===== config.mk =====
export PLATFORM = sky130hd
export DESIGN_NAME = hit_judge_flat
export DESIGN_NICKNAME = d
export VERILOG_FILES = /design/src/rtl/hit_judge_if.sv /design/src/rtl/hit_judge.sv /design/src/flat_wrapper.sv
export SDC_FILE = /design/constraint.sdc
export NUM_CORES = 1
export LEC_CHECK = 0
export BUFFER_PORTS_ARGS = -buffer_cell sky130_fd_sc_hd__buf_2
export CAP_MARGIN = 5
export CORE_MARGIN = 2
export CORE_UTILIZATION = 59
export CTS_BUF_LIST = sky130_fd_sc_hd__clkbuf_16
export DETAILED_ROUTE_END_ITERATION = 16
export GPL_TIMING_DRIVEN = 0
export PLACE_DENSITY = 0.91
export SYNTH_ARGS = -nofsm -noshare
export SYNTH_HDL_FRONTEND = slang
export SYNTH_SLANG_ARGS = --single-unit
export TNS_END_PERCENT = 50

===== constraint.sdc =====
create_clock -name clk_1mhz -period 3.13 [get_ports clk_1mhz]
set_input_delay 0.1565 -clock clk_1mhz [delete_from_list [all_inputs] [get_ports clk_1mhz]]
set_output_delay 0.1565 -clock clk_1mhz [all_outputs]
set_load 0.05 [all_outputs]

===== src/rtl/hit_judge_if.sv =====
// Game-side bundle for hit_judge: mole position, raw buttons, control and judged results.
interface hit_judge_if #(
  parameter int unsigned SCORE_W = 10
);
  logic               enable;
  logic               score_clr;
  logic [3:0]         mole_pos;
  logic [7:0]         btn_raw;
  logic               hit_pulse;
  logic               miss_pulse;
  logic [3:0]         disp_pos;
  logic [SCORE_W-1:0] score;

  modport master (
    output enable, score_clr, mole_pos, btn_raw,
    input  hit_pulse, miss_pulse, disp_pos, score
  );

  modport slave (
    input  enable, score_clr, mole_pos, btn_raw,
    output hit_pulse, miss_pulse, disp_pos, score
  );
endinterface


===== src/rtl/hit_judge.sv =====
// Debounces hole buttons, judges presses against the current mole, keeps a saturating score.
// Optional MISS_PENALTY_EN: each miss also decrements the score, saturating at zero.
module hit_judge #(
  parameter int unsigned TICK_DIV    = 1000,
  parameter int unsigned DEBOUNCE_MS = 5,
  parameter int unsigned SCORE_W     = 10
) (
  input logic        clk_1mhz,
  input logic        rst,
  hit_judge_if.slave bus
);

  localparam int unsigned TickW = (TICK_DIV > 1) ? $clog2(TICK_DIV) : 1;
  localparam int unsigned DbW   = $clog2(DEBOUNCE_MS + 1);
  localparam logic [TickW-1:0]   TickLast = TickW'(TICK_DIV - 1);
  localparam logic [DbW-1:0]     DbLast   = DbW'(DEBOUNCE_MS - 1);
  localparam logic [SCORE_W-1:0] ScoreMax = '1;

  typedef enum logic [1:0] {StIdle, StArmed, StLocked} state_e;

  logic [7:0]         sync1_q, sync2_q;
  logic [TickW-1:0]   tick_cnt_q;
  logic               tick;
  logic [DbW-1:0]     db_cnt_q [8];
  logic [DbW-1:0]     db_cnt_d [8];
  logic [7:0]         stable_q, stable_d, press_q;
  logic [3:0]         mole_prev_q, mole_eff;
  logic               mole_valid, mole_changed;
  logic [7:0]         hole_mask;
  state_e             state_q, state_eff, state_d;
  logic               hit, miss;
  logic               hit_q, miss_q;
  logic [3:0]         disp_q;
  logic [SCORE_W-1:0] score_q;

  assign tick = (tick_cnt_q == TickLast);

  always_comb begin
    stable_d = stable_q;
    db_cnt_d = db_cnt_q;
    if (tick) begin
      for (int i = 0; i < 8; i++) begin
        if (sync2_q[i] != stable_q[i]) begin
          if (db_cnt_q[i] == DbLast) begin
            stable_d[i] = sync2_q[i];
            db_cnt_d[i] = '0;
          end else begin
            db_cnt_d[i] = db_cnt_q[i] + 1'b1;
          end
        end else begin
          db_cnt_d[i] = '0;
        end
      end
    end
  end

  always_ff @(posedge clk_1mhz or posedge rst) begin
    if (rst) begin
      sync1_q    <= '0;
      sync2_q    <= '0;
      tick_cnt_q <= '0;
      stable_q   <= '0;
      press_q    <= '0;
      for (int i = 0; i < 8; i++) db_cnt_q[i] <= '0;
    end else begin
      sync1_q    <= bus.btn_raw;
      sync2_q    <= sync1_q;
      tick_cnt_q <= tick ? '0 : tick_cnt_q + 1'b1;
      stable_q   <= stable_d;
      press_q    <= stable_d & ~stable_q;
      db_cnt_q   <= db_cnt_d;
    end
  end

  assign mole_valid   = (bus.mole_pos != 4'd0) && (bus.mole_pos <= 4'd8);
  assign mole_eff     = mole_valid ? bus.mole_pos : 4'd0;
  assign mole_changed = (mole_eff != mole_prev_q);
  assign hole_mask    = mole_valid ? (8'd1 << (mole_eff - 4'd1)) : 8'd0;

  // A mole change re-arms in the same cycle, so a coincident press is judged on the new mole.
  always_comb begin
    state_eff = state_q;
    if (mole_changed || (state_q == StIdle)) state_eff = mole_valid ? StArmed : StIdle;
    hit     = bus.enable && (state_eff == StArmed) && |(press_q & hole_mask);
    miss    = bus.enable && !hit && |press_q;
    state_d = !bus.enable ? StIdle : (hit ? StLocked : state_eff);
  end

  always_ff @(posedge clk_1mhz or posedge rst) begin
    if (rst) begin
      state_q     <= StIdle;
      mole_prev_q <= '0;
      hit_q       <= 1'b0;
      miss_q      <= 1'b0;
      disp_q      <= '0;
      score_q     <= '0;
    end else begin
      state_q     <= state_d;
      mole_prev_q <= mole_eff;
      hit_q       <= hit;
      miss_q      <= miss;
      disp_q      <= ((state_d == StLocked) || !bus.enable) ? 4'd0 : mole_eff;
      if (bus.score_clr) begin
        score_q <= '0;
      end else if (hit && (score_q != ScoreMax)) begin
        score_q <= score_q + 1'b1;
      end
`ifdef MISS_PENALTY_EN
      else if (miss && (score_q != '0)) begin
        score_q <= score_q - 1'b1;
      end
`else
`endif
    end
  end

  assign bus.hit_pulse  = hit_q;
  assign bus.miss_pulse = miss_q;
  assign bus.disp_pos   = disp_q;
  assign bus.score      = score_q;

endmodule

===== src/flat_wrapper.sv =====
// flat-port wrapper written by rule: the top's interface ports become plain ports
module hit_judge_flat 
#(
  parameter int unsigned TICK_DIV    = 1000,
  parameter int unsigned DEBOUNCE_MS = 5,
  parameter int unsigned SCORE_W     = 10
)
  (clk_1mhz, rst, bus_enable, bus_score_clr, bus_mole_pos, bus_btn_raw, bus_hit_pulse, bus_miss_pulse, bus_disp_pos, bus_score);
  hit_judge_if #(.SCORE_W(SCORE_W)) bus_i ();
  input logic clk_1mhz;
  input logic rst;
  input wire logic [$bits(bus_i.enable)-1:0] bus_enable;
  input wire logic [$bits(bus_i.score_clr)-1:0] bus_score_clr;
  input wire logic [$bits(bus_i.mole_pos)-1:0] bus_mole_pos;
  input wire logic [$bits(bus_i.btn_raw)-1:0] bus_btn_raw;
  output wire logic [$bits(bus_i.hit_pulse)-1:0] bus_hit_pulse;
  output wire logic [$bits(bus_i.miss_pulse)-1:0] bus_miss_pulse;
  output wire logic [$bits(bus_i.disp_pos)-1:0] bus_disp_pos;
  output wire logic [$bits(bus_i.score)-1:0] bus_score;
  assign bus_i.enable = bus_enable;
  assign bus_i.score_clr = bus_score_clr;
  assign bus_i.mole_pos = bus_mole_pos;
  assign bus_i.btn_raw = bus_btn_raw;
  assign bus_hit_pulse = bus_i.hit_pulse;
  assign bus_miss_pulse = bus_i.miss_pulse;
  assign bus_disp_pos = bus_i.disp_pos;
  assign bus_score = bus_i.score;
  hit_judge #(.TICK_DIV(TICK_DIV), .DEBOUNCE_MS(DEBOUNCE_MS), .SCORE_W(SCORE_W)) u_core (.clk_1mhz(clk_1mhz), .rst(rst), .bus(bus_i));
endmodule

==> results.txt <==
N_diodes = 0
RSZ-0062 raised after global routing = false
Post-synthesis instance total = 360
CTS tree = built
Sequential cell area = 2200 µm²
# DRC = 6
Seq cells post-synth = 88
Pwr Total = 2.21 mW
Fin crit period = 2.36 ns
Hold Violations, Final = 0
First-pass GRT wire length = 12.7 mm
VDD IR max = 389 µV
Failing checks = design-rule violations
GR Overflow Total = 0
Grt met2 use = 0.376
Pwr/cell area = 485 nW/µm²
Hold worst-path end = u_core.state_q[1]$_DFF_PP0_
First DRT Iteration DRCs = 193
Max Clock Freq = 423 MHz
Core ar. = 6420 µm²
Slew headroom = 0.585
Final Skew = 0.00890 ns
DRT Wirelength = 7.29 mm
Largest net degree at the start of global routing = 46
CP Launch Type = flip-flop
Clock slew at reported path FFs = 0.06 ns
Status = finished, violations left
WL/cell = 14.9 µm
Pleak = 2.14 nW
Post_cts resized = 0
Syn_nets = 394
Grt peak-use layer = met2
Setup CP Type = flip-flop to flip-flop
Pre-antenna DRT Iters = 10
Row cnt = 29
CTS root buffer = clkbuf_16
Grt met3 use = 0.0520
CP most frequent cell = o21ai_0
Post-DP HPWL = 4.92 mm
Share of post-route cells with drive strength above 1 = 0.169
Mapped cell area = 3950 µm²
Syn-to-layout area delta = 15.4%
Seq/Total Area, Yosys = 0.557
Crit-path cells = ha_1 > nand3_1 > nor2_1 > nand3b_1 > or3b_2 > clkbuf_1 > o21ai_0 > o21ai_0
Worst hold path type = input pin to flip-flop
Syn Area/Cell = 11.0 µm²
Fin crit share = 0.755
Die Wd = 85.9 µm
Final max-slew violation count = 0
FILL cells = 445
Slowest CP cell = or3b_2
Layout net count = 444
Ys Warns = 0
Gp weighted congestion = 0.849
Reg2reg setup slack = 0.77 ns
Routed Antenna Nets = 0
CTS Sinks = 88
H-tree depth = 3
Final setup viols = 0
R2r endpoint = u_core.db_cnt_q[17]$_DFFE_PP0N_
Crit. End Element = flip-flop
Initial antenna violation count = 0
Worst stage delay on the critical path = 0.57 ns
Hold_ws = 0.0826 ns
Vias = 2838
Post-CTS setup buffers = 0
WP data required = 3.34 ns
Die height = 85.9 µm
Setup TNS = 0 ns
Crit-path max FO = 10
Max-cap viol count = 0
Post-synth cell types = 50
Starting Density = 0.616
Worst-case reg-to-reg path depth = 8
Slew at the pin closest to its max-slew limit = 0.612 ns
Cts hold-fix bufs = 9
Worst Hold Depth = 2
Die Area = 7370 µm²
Met1 Track Usage GR = 0.269
Worst skew pair latency = 0.33 ns
Gr usage total = 0.220
Worst r2r src = u_core.tick_cnt_q[0]$_DFF_PP0_
Worst hold start = bus_enable
Number of global-route vias before repair = 2894
Area occupied by multi-input gates = 1600 µm²
Number of port buffers = 29
Data arrival, critical path = 2.57 ns
I/O pin cnt = 32
Crit path max-delay family = simple AND/OR/NAND/NOR gates
Buf/Inv on CP = 1
CTS buffer count = 9
Via/cell ratio = 5.78
Maximum clock insertion buffer count = 2
power breakdown:
part | switching [mW] | total, mW | leakage, nW | internal, mW
clock | 0.413 | 0.936 | 0.133 | 0.523
sequential | 0.00977 | 1.17 | 1.17 | 1.16
combinational | 0.0727 | 0.113 | 0.835 | 0.0401
total | 0.496 | 2.21 | 2.14 | 1.72
kinds of logic (layout without fill, tap and decap cells):
| logic type | count (synthesis) | in the layout | synth area share |
|---|---|---|---|
| fa+ha+maj | 18 | 18 | 0.0570 |
| mux | 12 | 12 | 0.0332 |
| compound gates | 66 | 66 | 0.100 |
| xor+xnor | 19 | 19 | 0.0421 |
| flops | 88 | 88 | 0.557 |
| simple gates | 121 | 121 | 0.173 |
| buf+inv | 36 | 90 | 0.0377 |
layout by cell type, fill, tap and decap left out, drive strengths merged, types with 9 or more instances in the layout:
master | synthesis | final
buf | 6 | 36
nand2 | 15 | 15
mux2 | 9 | 9
dlygate4sd3 | 0 | 9
nor3b | 15 | 15
o21ai | 37 | 37
nand3 | 38 | 38
dfrtp | 88 | 88
inv | 26 | 28
xor2 | 13 | 13
nor2 | 20 | 20
clkbuf | 3 | 12
ha | 18 | 18
a21oi | 18 | 18
area by class of cell:
cell class	instances	share of cell area
clock buffer	9	0.0494
timing repair buffer	39	0.0559
buffer	9	0.0101
sequential	88	0.483
clock inverter	6	0.00658
inverter	27	0.0230
tap	77	0.0211
multi-input combinational	236	0.351
registers in the layout (all words and copies together) (netlist names), 2 cells and up:
name	count
u_core.state_q	2
u_core.db_cnt_q	24
u_core.tick_cnt_q	10
u_core.sync2_q	8
u_core.sync1_q	8
u_core.stable_q	8
u_core.bus.score	10
u_core.bus.disp_pos	4
u_core.mole_prev_q	4
u_core.press_q	8
per-layer routing:
metal  share of wire  vias to the layer above
met4           0.018                        0
li1                -                     1354
met3           0.041                       13
met5               0                        -
met1            0.42                     1402
met2            0.52                       69
Yosys cell counts, drive strengths merged:
cell / number / share of area
o2bb2ai: 1 / 0.0022
o21a: 1 / 0.0019
o2111a: 1 / 0.0051
a21oi: 18 / 0.023
and2b: 1 / 0.0022
a211oi: 1 / 0.0019
inv: 26 / 0.025
o31ai: 3 / 0.0057
o21ai: 37 / 0.049
dfrtp: 88 / 0.56
or4: 3 / 0.0057
mux2i: 3 / 0.0076
nand4: 2 / 0.0032
nand2: 15 / 0.015
nor3: 2 / 0.0054
ha: 18 / 0.057
and3: 2 / 0.0032
buf: 6 / 0.0089
nand4b: 1 / 0.0022
nand2b: 2 / 0.0051
nor2: 20 / 0.019
clkbuf: 3 / 0.0028
nor2b: 4 / 0.0063
or3: 5 / 0.0082
mux2: 9 / 0.026
and4: 1 / 0.0022
nand3b: 2 / 0.0038
or2: 1 / 0.0016
o211ai: 2 / 0.0073
clkinv: 1 / 0.0013
xor2: 13 / 0.029
o311ai: 1 / 0.0022
and3b: 1 / 0.0022
a221oi: 1 / 0.0022
nand3: 38 / 0.048
or3b: 1 / 0.0022
nor4: 3 / 0.0047
and2: 2 / 0.0032
nor3b: 15 / 0.030
xnor2: 6 / 0.013
metrics by stage:
step | instances | setup slack (ns) | util | instance area [µm²]
after floorplan | 360 | 0.695 | - | 3950
after global placement | 466 | -0.186 | 0.653 | 4200
after detailed placement | 467 | 0.791 | 0.657 | 4220
after CTS | 491 | 0.761 | 0.711 | 4560
after global routing | 491 | 0.510 | 0.711 | 4560
final | 491 | 0.766 | 0.711 | 4560
worst max-delay path by stage:
stage                                                   to                      startpoint  slack (ns)  cells past startpoint
after floorplan           u_core.bus.disp_pos[0]$_DFF_PP0_                             rst        0.69                      1
after global placement         u_core.sync1_q[5]$_DFF_PP0_                             rst       -0.19                      2
after detailed placement   u_core.db_cnt_q[14]$_DFFE_PP0N_  u_core.tick_cnt_q[0]$_DFF_PP0_        0.79                      9
after CTS                   u_core.db_cnt_q[6]$_DFFE_PP0N_  u_core.tick_cnt_q[0]$_DFF_PP0_        0.76                      8
after global routing       u_core.db_cnt_q[14]$_DFFE_PP0N_  u_core.tick_cnt_q[0]$_DFF_PP0_        0.51                      9
final                      u_core.db_cnt_q[17]$_DFFE_PP0N_  u_core.tick_cnt_q[0]$_DFF_PP0_        0.77                      8
worst register-to-register path, cell delays in order (launching register included):
cell and delay [ns]:
dfrtp_1 0.39, ha_1 0.21, nand3_1 0.08, nor2_1 0.16
nand3b_1 0.15, or3b_2 0.57, clkbuf_1 0.29, o21ai_0 0.26
o21ai_0 0.12
(Power assumes the default switching activity.)
